## config.mk

```make
export PLATFORM = sky130hd
export DESIGN_NAME = pc_unit
export DESIGN_NICKNAME = d
export VERILOG_FILES = /design/src/rtl/pc_unit.sv
export SDC_FILE = /design/constraint.sdc
export NUM_CORES = 1
export LEC_CHECK = 0
export BUFFER_PORTS_ARGS = -buffer_cell sky130_fd_sc_hd__clkbuf_2
export CORE_MARGIN = 3
export CORE_UTILIZATION = 35
export DETAILED_ROUTE_END_ITERATION = 10
export HOLD_SLACK_MARGIN = 0.03
export PLACE_DENSITY_LB_ADDON = 0.05
export SKIP_LAST_GASP = 1
export SLEW_MARGIN = 20
export SYNTH_ARGS = -nofsm -noshare
export SYNTH_HDL_FRONTEND = slang
export SYNTH_SLANG_ARGS = --single-unit
```

## constraint.sdc

```tcl
create_clock -name clk -period 2.5 [get_ports clk]
set_input_delay 0.5 -clock clk [delete_from_list [all_inputs] [get_ports clk]]
set_output_delay 0.5 -clock clk [all_outputs]
set_load 0.01 [all_outputs]
```

## src/rtl/pc_unit.sv

```systemverilog
`default_nettype none
// ============================================================================
// Module   : pc_unit
// Brief    : Fetch program counter with branch redirect, misalignment trap and
//            an optional return-address stack, built in by PC_UNIT_RAS_EN.
// Revision : 1.0 - initial release
// ============================================================================
module pc_unit #(
    parameter int               WIDTH        = 64,
    parameter logic [WIDTH-1:0] RESET_VECTOR = '0,
    parameter int               STEP         = 4,
    parameter int               RAS_DEPTH    = 4
) (
    input  logic             clk,
    input  logic             reset,
    input  logic             stall,
    input  logic             br_taken,
    input  logic [WIDTH-1:0] br_target,
    input  logic             call,
    input  logic             ret,
    output logic [WIDTH-1:0] pc,
    output logic             valid,
    output logic             trap,
    output logic             ras_empty,
    output logic             ras_full
);

    localparam logic [WIDTH-1:0] c_step = WIDTH'(STEP);

    typedef enum logic [1:0] {
        S_BOOT = 2'd0,
        S_RUN  = 2'd1,
        S_TRAP = 2'd2
    } state_t;

    state_t           r_state;
    state_t           w_state_nxt;
    logic [WIDTH-1:0] r_pc;
    logic [WIDTH-1:0] w_pc_nxt;
    logic [WIDTH-1:0] w_seq_pc;
    logic [WIDTH-1:0] w_target;
    logic [WIDTH-1:0] w_ras_top;
    logic             w_ras_hit;
    logic             w_redirect;
    logic             w_active;
    logic             w_misalign;
    logic             w_adv;

    assign w_seq_pc   = r_pc + c_step;
    // A popped return address takes precedence over br_target; an empty stack
    // makes ret fall through to br_target.
    assign w_redirect = ret | br_taken;
    assign w_target   = w_ras_hit ? w_ras_top : br_target;
    assign w_active   = (r_state == S_RUN) && !stall;
    assign w_misalign = w_active && w_redirect && (w_target[1:0] != 2'b00);
    assign w_adv      = w_active && !w_misalign;

    always_comb begin
        w_state_nxt = r_state;
        w_pc_nxt    = r_pc;
        case (r_state)
            S_BOOT: w_state_nxt = S_RUN;
            S_RUN: begin
                if (w_misalign) begin
                    w_state_nxt = S_TRAP;
                end else if (w_adv) begin
                    w_pc_nxt = w_redirect ? w_target : w_seq_pc;
                end
            end
            S_TRAP: w_state_nxt = S_TRAP;
            default: w_state_nxt = S_BOOT;
        endcase
    end

    always_ff @(posedge clk or posedge reset) begin
        if (reset) begin
            r_state <= S_BOOT;
            r_pc    <= RESET_VECTOR;
        end else begin
            r_state <= w_state_nxt;
            r_pc    <= w_pc_nxt;
        end
    end

    assign pc    = r_pc;
    assign valid = (r_state == S_RUN);
    assign trap  = (r_state == S_TRAP);

`ifdef PC_UNIT_RAS_EN
    localparam int             c_aw    = (RAS_DEPTH > 1) ? $clog2(RAS_DEPTH) : 1;
    localparam logic [c_aw:0]  c_depth = (c_aw + 1)'(RAS_DEPTH);

    logic [WIDTH-1:0] r_ras_mem [RAS_DEPTH];
    logic [c_aw-1:0]  r_ras_top;
    logic [c_aw-1:0]  w_ras_top_nxt;
    logic [c_aw:0]    r_ras_cnt;
    logic [c_aw:0]    w_ras_cnt_nxt;
    logic             r_ras_empty;
    logic             r_ras_full;
    logic             w_pop;
    logic             w_push;

    assign w_ras_hit = ret && (r_ras_cnt != '0);
    assign w_ras_top = r_ras_mem[r_ras_top];
    assign w_pop     = w_adv && w_ras_hit;
    assign w_push    = w_adv && call;

    // Pop+push keeps the pointer and overwrites the top; a push onto a full
    // stack advances the pointer over the oldest entry without growing.
    always_comb begin
        w_ras_top_nxt = r_ras_top;
        w_ras_cnt_nxt = r_ras_cnt;
        if (w_pop && !w_push) begin
            w_ras_top_nxt = r_ras_top - 1'b1;
            w_ras_cnt_nxt = r_ras_cnt - 1'b1;
        end else if (w_push && !w_pop) begin
            w_ras_top_nxt = r_ras_top + 1'b1;
            if (r_ras_cnt != c_depth) begin
                w_ras_cnt_nxt = r_ras_cnt + 1'b1;
            end
        end
    end

    always_ff @(posedge clk or posedge reset) begin
        if (reset) begin
            r_ras_top   <= '0;
            r_ras_cnt   <= '0;
            r_ras_empty <= 1'b1;
            r_ras_full  <= 1'b0;
        end else begin
            r_ras_top   <= w_ras_top_nxt;
            r_ras_cnt   <= w_ras_cnt_nxt;
            r_ras_empty <= (w_ras_cnt_nxt == '0);
            r_ras_full  <= (w_ras_cnt_nxt == c_depth);
        end
    end

    always_ff @(posedge clk) begin
        if (w_push) begin
            r_ras_mem[w_ras_top_nxt] <= w_seq_pc;
        end
    end

    assign ras_empty = r_ras_empty;
    assign ras_full  = r_ras_full;
`else
    localparam int c_unused_depth = RAS_DEPTH;

    logic w_unused;

    assign w_unused  = call;
    assign w_ras_hit = 1'b0;
    assign w_ras_top = br_target;
    assign ras_empty = 1'b1;
    assign ras_full  = 1'b0;
`endif

endmodule
`default_nettype wire

```

=== Word level (Yosys, flattened, before mapping) ===
Cells that the tools add are included.

* Add/subtract/negate cells: 1
* Eq/ne operators: 3
* Mux-type cells: 3
* Bitwise gates (word level): 2
* Reduce and logical (&&, ||, !) cells: 9

{| class="wikitable"
|+ Operators with widths
! operator !! count
|-
| adder 64 x 3 -> 64 bit, second input constant || 1
|-
| 2-to-1 mux 64 bit || 1
|-
| case mux 2 bit (3 select lines) || 1
|-
| logical AND 1 bit || 4
|-
| AND reduction 3 bit || 1
|-
| == test 2 x 1 -> 1 bit, second input constant || 1
|-
| == test 2 bit, second input constant || 1
|-
| zero test 1 bit || 2
|-
| zero test 2 bit || 1
|-
| 2-to-1 mux 2 bit || 1
|-
| != test 2 x 1 -> 1 bit, second input constant || 1
|-
| nonzero test 2 bit || 1
|-
| NOT 1 bit || 1
|-
| bitwise OR 1 bit || 1
|}

* Bits in registers: 66

=== Longest topological paths before layout ===
* Depth after elaboration: 7
* Depth in mapped cells: 9

=== Worst setup path after synthesis ===
OpenSTA, ideal clock, no wires.

* Path type: reg-to-reg
* Start: reg r_pc[2] (netlist: pc[2])
* End: reg r_pc[52] (netlist: pc[52])
* Arrival: 2047 ps
* Data required time: 2369 ps
* Setup slack: 322 ps
* Stages on the path, launching flop included: 7
* Path buffers: 0
* Cell sequence: dfrtp_1 -> ha_1 -> nand3_2 -> nor4_4 -> nand4_4 -> o211ai_2 -> or3b_1

* Cells in the longest elaborated chain, start to end: 2

{| class="wikitable"
|+ RTL lines
! what !! RTL line !! RTL
|-
| start: declaration || 38 || <nowiki>logic [WIDTH-1:0] r_pc;</nowiki>
|-
| start signal: assignment || 81 || <nowiki>r_pc <= w_pc_nxt;</nowiki>
|-
| adder 64 x 3 -> 64 bit || 49 || <nowiki>assign w_seq_pc = r_pc + c_step;</nowiki>
|-
| 2-to-1 mux 64 bit || 67 || <nowiki>w_pc_nxt = w_redirect ? w_target : w_seq_pc;</nowiki>
|}

Every way passes these cells.
A chain may end at the register's enable or synchronous reset.

=== Worst setup path in the final report ===
* Start: reg r_pc[2] (netlist: pc[2])
* End: reg r_pc[48] (netlist: pc[48])

Same word-level chain as after synthesis.

==> results.py <==
metrics = {
    "status": {
        "status": "finished clean",
    },
    "sta": {
        "setup_slack_ns": 0.191,
        "setup-tns-final_ns": 0,
        "min_period_over_period": 0.923,
        "final_number_of_hold_violating_endpoints": 0,
        "worst_hold_slack_ns": 0.223,
        "slew_headroom": 0.548,
        "fmax_ghz": 0.433,
        "timing.final.max_slew_violations": 0,
        "unrepaired_setup_endpoints_after_global_routing": "no",
        "finClkSkew_ns": 0.00650,
        "final-setup-viol-count": 0,
        "tightest_slew_ns": 0.669,
        "period_minus_slack_ns": 2.31,
    },
    "global_route": {
        "grt_pass1_wl_mm": 27.1,
        "antenna_found_initial": 0,
        "number_of_global_route_vias_before_repair": 4999,
        "grt_max_degree": 85,
        "gr-usage-all-layers": 0.235,
        "gr-total-overflow": 0,
    },
    "synth": {
        "synth_cells": 570,
        "yosys.cell_types.count": 63,
        "syn-cell-area_um2": 4630,
        "post_synth_main_area_contributors": "sky130_fd_sc_hd__dfrtp_1 (36%), sky130_fd_sc_hd__nand3_1 (4.9%), sky130_fd_sc_hd__nor2_1 (4.5%)",
        "yosys_warnings": 0,
        "share_of_the_synthesized_area_in_the_top_cell_type": 0.357,
        "post_synth_top_area_cell": "sky130_fd_sc_hd__dfrtp_1",
        "synth.avg_cell_area_um2": 8.12,
        "async_flop_share": 1.00,
        "synth_fp_nets": 644,
        "sequential_element_share_of_the_synthesized_area": 0.357,
        "synth_edf_count": 0,
        "synth_top_flop_cell": "sky130_fd_sc_hd__dfrtp_1",
        "ys_seq_elements": 66,
    },
    "cts": {
        "path_clk_slew_ns": 0.06,
        "worst_skew_pair.late_latency_ns": 0.34,
        "post_cts_buffers": 0,
        "clk_path_buf_depth": 2,
        "cts_buffers": 9,
        "cts_htree_levels": 3,
        "clock-root-buffer": "sky130_fd_sc_hd__clkbuf_16",
        "cts_sinks": 66,
        "postCtsResizedCells": 0,
        "tritoncts_clock_tree": "built",
        "cts_hold_buffers": 0,
    },
    "setup_path": {
        "critPathArrivalTime_ns": 2.56,
        "crit_path_start": "pc[2]$_DFFE_PP0P_",
        "worst-setup-path-type": "flip-flop to flip-flop",
        "worst-path-max-fanout": 7,
        "cp_cell_instances": "ha_1 -> nand3_2 -> or4_4 -> nor3_1 -> a311oi_1 -> nor3_1",
        "master_of_the_slowest_instance_on_the_critical_path": "sky130_fd_sc_hd__or4_4",
        "cpPeakStageDelay_ns": 0.61,
        "r2r_start": "pc[2]$_DFFE_PP0P_",
        "critical_path.endpoint_type": "flip-flop",
        "crit_top_cell": "sky130_fd_sc_hd__nor3_1",
        "required_ns": 2.75,
        "timing.critical_path.from_type": "flip-flop",
    },
    "power_and_ir_drop": {
        "total_leakage_power_nw": 2.57,
        "vdd_ir_drop_max_mv": 0.508,
        "p_per_area_nw_per_um2": 1000,
    },
    "placed_design": {
        "finalWeightedCongestion": 0.871,
        "dp_hpwl_mm": 12.4,
        "port_buffers": 134,
        "dp_slack_ns": 0.155,
    },
    "die": {
        "io_pins": 138,
        "rows": 41,
        "dieArea_um2": 14600,
        "height_of_the_die_um": 121,
        "coreArea_um2": 12800,
        "initial_core_util": 0.362,
        "die_width_um": 121,
    },
    "final_layout": {
        "n_antenna_cell": 0,
        "final_nets": 785,
        "utilization": 0.468,
        "regArea_um2": 1650,
        "nFillCells": 1287,
        "drive_above_1_share": 0.288,
        "area_growth_syn_to_layout_pct": 29.1,
        "multi_input_area_um2": 2820,
    },
    "route": {
        "detailedRoute.firstPassIterationCount": 5,
        "detail_route.wl_per_cell_um": 19.4,
        "routed-via-count": 5271,
        "drc": 0,
        "route.final.wire_length_mm": 17.2,
        "routed_via_density": 5.94,
        "drt_iter0_markers": 382,
        "postRouteAntennaNets": 0,
    },
    "worst_hold_path": {
        "hp-class": "input pin to asynchronous set/reset pin",
    },
    "job": {
        "maxCapViolCount": 0,
    },
}
[where the power goes]
part / internal [W] / switching (W) / total (W) / leakage [nW]
combinational: 0.00103 / 0.00133 / 0.00236 / 1.66
sequential: 0.00156 / 0.000763 / 0.00232 / 0.768
clock: 0.000827 / 0.000496 / 0.00132 / 0.147
[registers in the layout (all words and copies together) (netlist names)]
register,flops
pc,64
r_state,2
[synthesized netlist by cell type (all sizes together) (3+ instances only)]
| cell | n |
|---|---|
| clkbuf | 28 |
| a2bb2oi | 19 |
| nand4 | 35 |
| a211oi | 5 |
| o21a | 3 |
| and4 | 11 |
| inv | 7 |
| or3 | 12 |
| o31a | 3 |
| mux2i | 3 |
| nor2 | 56 |
| o32ai | 3 |
| and2 | 5 |
| a21oi | 41 |
| nor4 | 20 |
| nand2 | 53 |
| nor3 | 22 |
| o22a | 4 |
| o22ai | 13 |
| nand3 | 49 |
| a311oi | 5 |
| and3 | 16 |
| o211ai | 5 |
| o31ai | 3 |
| or4 | 5 |
| nand2b | 4 |
| buf | 10 |
| dfrtp | 66 |
| o21ai | 30 |
| ha | 4 |
[metal layers]
metal	vias up	GRT usage	wire length, µm
li1	2493	-	-
met4	0	0.0829	329
met5	-	0	0
met2	203	0.373	8160
met1	2553	0.319	7490
met3	22	0.0462	1220
[worst max-delay path, delay by kind of cell (launching register included)]
kind	cells	cell delay, ns
AND/OR/NAND/NOR	4	1.34
adder cells (fa/ha/maj)	1	0.26
flip-flops	1	0.48
AO/OA/AOI/OAI	1	0.14
[kinds of logic after synthesis]
| kind of cell | count (synthesis) | synth area share |
|---|---|---|
| compound gates | 151 | 0.218 |
| other cells | 2 | 0.00162 |
| buf+inv | 45 | 0.0389 |
| simple gates | 299 | 0.367 |
| mux | 3 | 0.00649 |
| fa+ha+maj | 4 | 0.0108 |
| flops | 66 | 0.357 |
[metrics by stage]
| step | std cells | total power [W] | instance area, µm² |
|---|---|---|---|
| after CTS | 888 | 0.00602 | 5970 |
| after global routing | 888 | 0.00640 | 5970 |
| final | 888 | 0.00600 | 5970 |
| after detailed placement | 872 | 0.00469 | 5670 |
| after floorplan | 570 | 0.00355 | 4630 |
| after global placement | 872 | 0.00465 | 5670 |
[placed cells by master (no fill, tap or decap), drive strengths merged, types with 7 or more instances in the layout]
cell / count
a21oi: 41
a2bb2oi: 19
and3: 16
and4: 11
buf: 34
clkbuf: 148
dfrtp: 66
inv: 7
nand2: 53
nand3: 49
nand4: 35
nor2: 56
nor3: 22
nor4: 20
o21ai: 30
o22ai: 13
or3: 12
[layout make-up]
type                            instances  share of cell area
Timing Repair Buffer                  168               0.161
Tap cell                              172              0.0360
Inverter                                7             0.00440
Clock buffer                           14              0.0442
Multi-Input combinational cell        459               0.472
Sequential cell                        66               0.276
Clock inverter                          2             0.00587
[worst paths after layout]
check	end	slack (ns)	depth (start not counted)
max	pc[48]$_DFFE_PP0P_	0.19	6
min	pc[12]$_DFFE_PP0P_	0.22	3
max reg2reg	pc[48]$_DFFE_PP0P_	0.19	6
min reg2reg	pc[1]$_DFFE_PP0P_	0.50	1
max in group asynchronous	pc[30]$_DFFE_PP0P_	1.97	3
min in group clk	pc[51]$_DFFE_PP0P_	0.38	3
No activity file was read; power rests on OpenSTA's default activity.
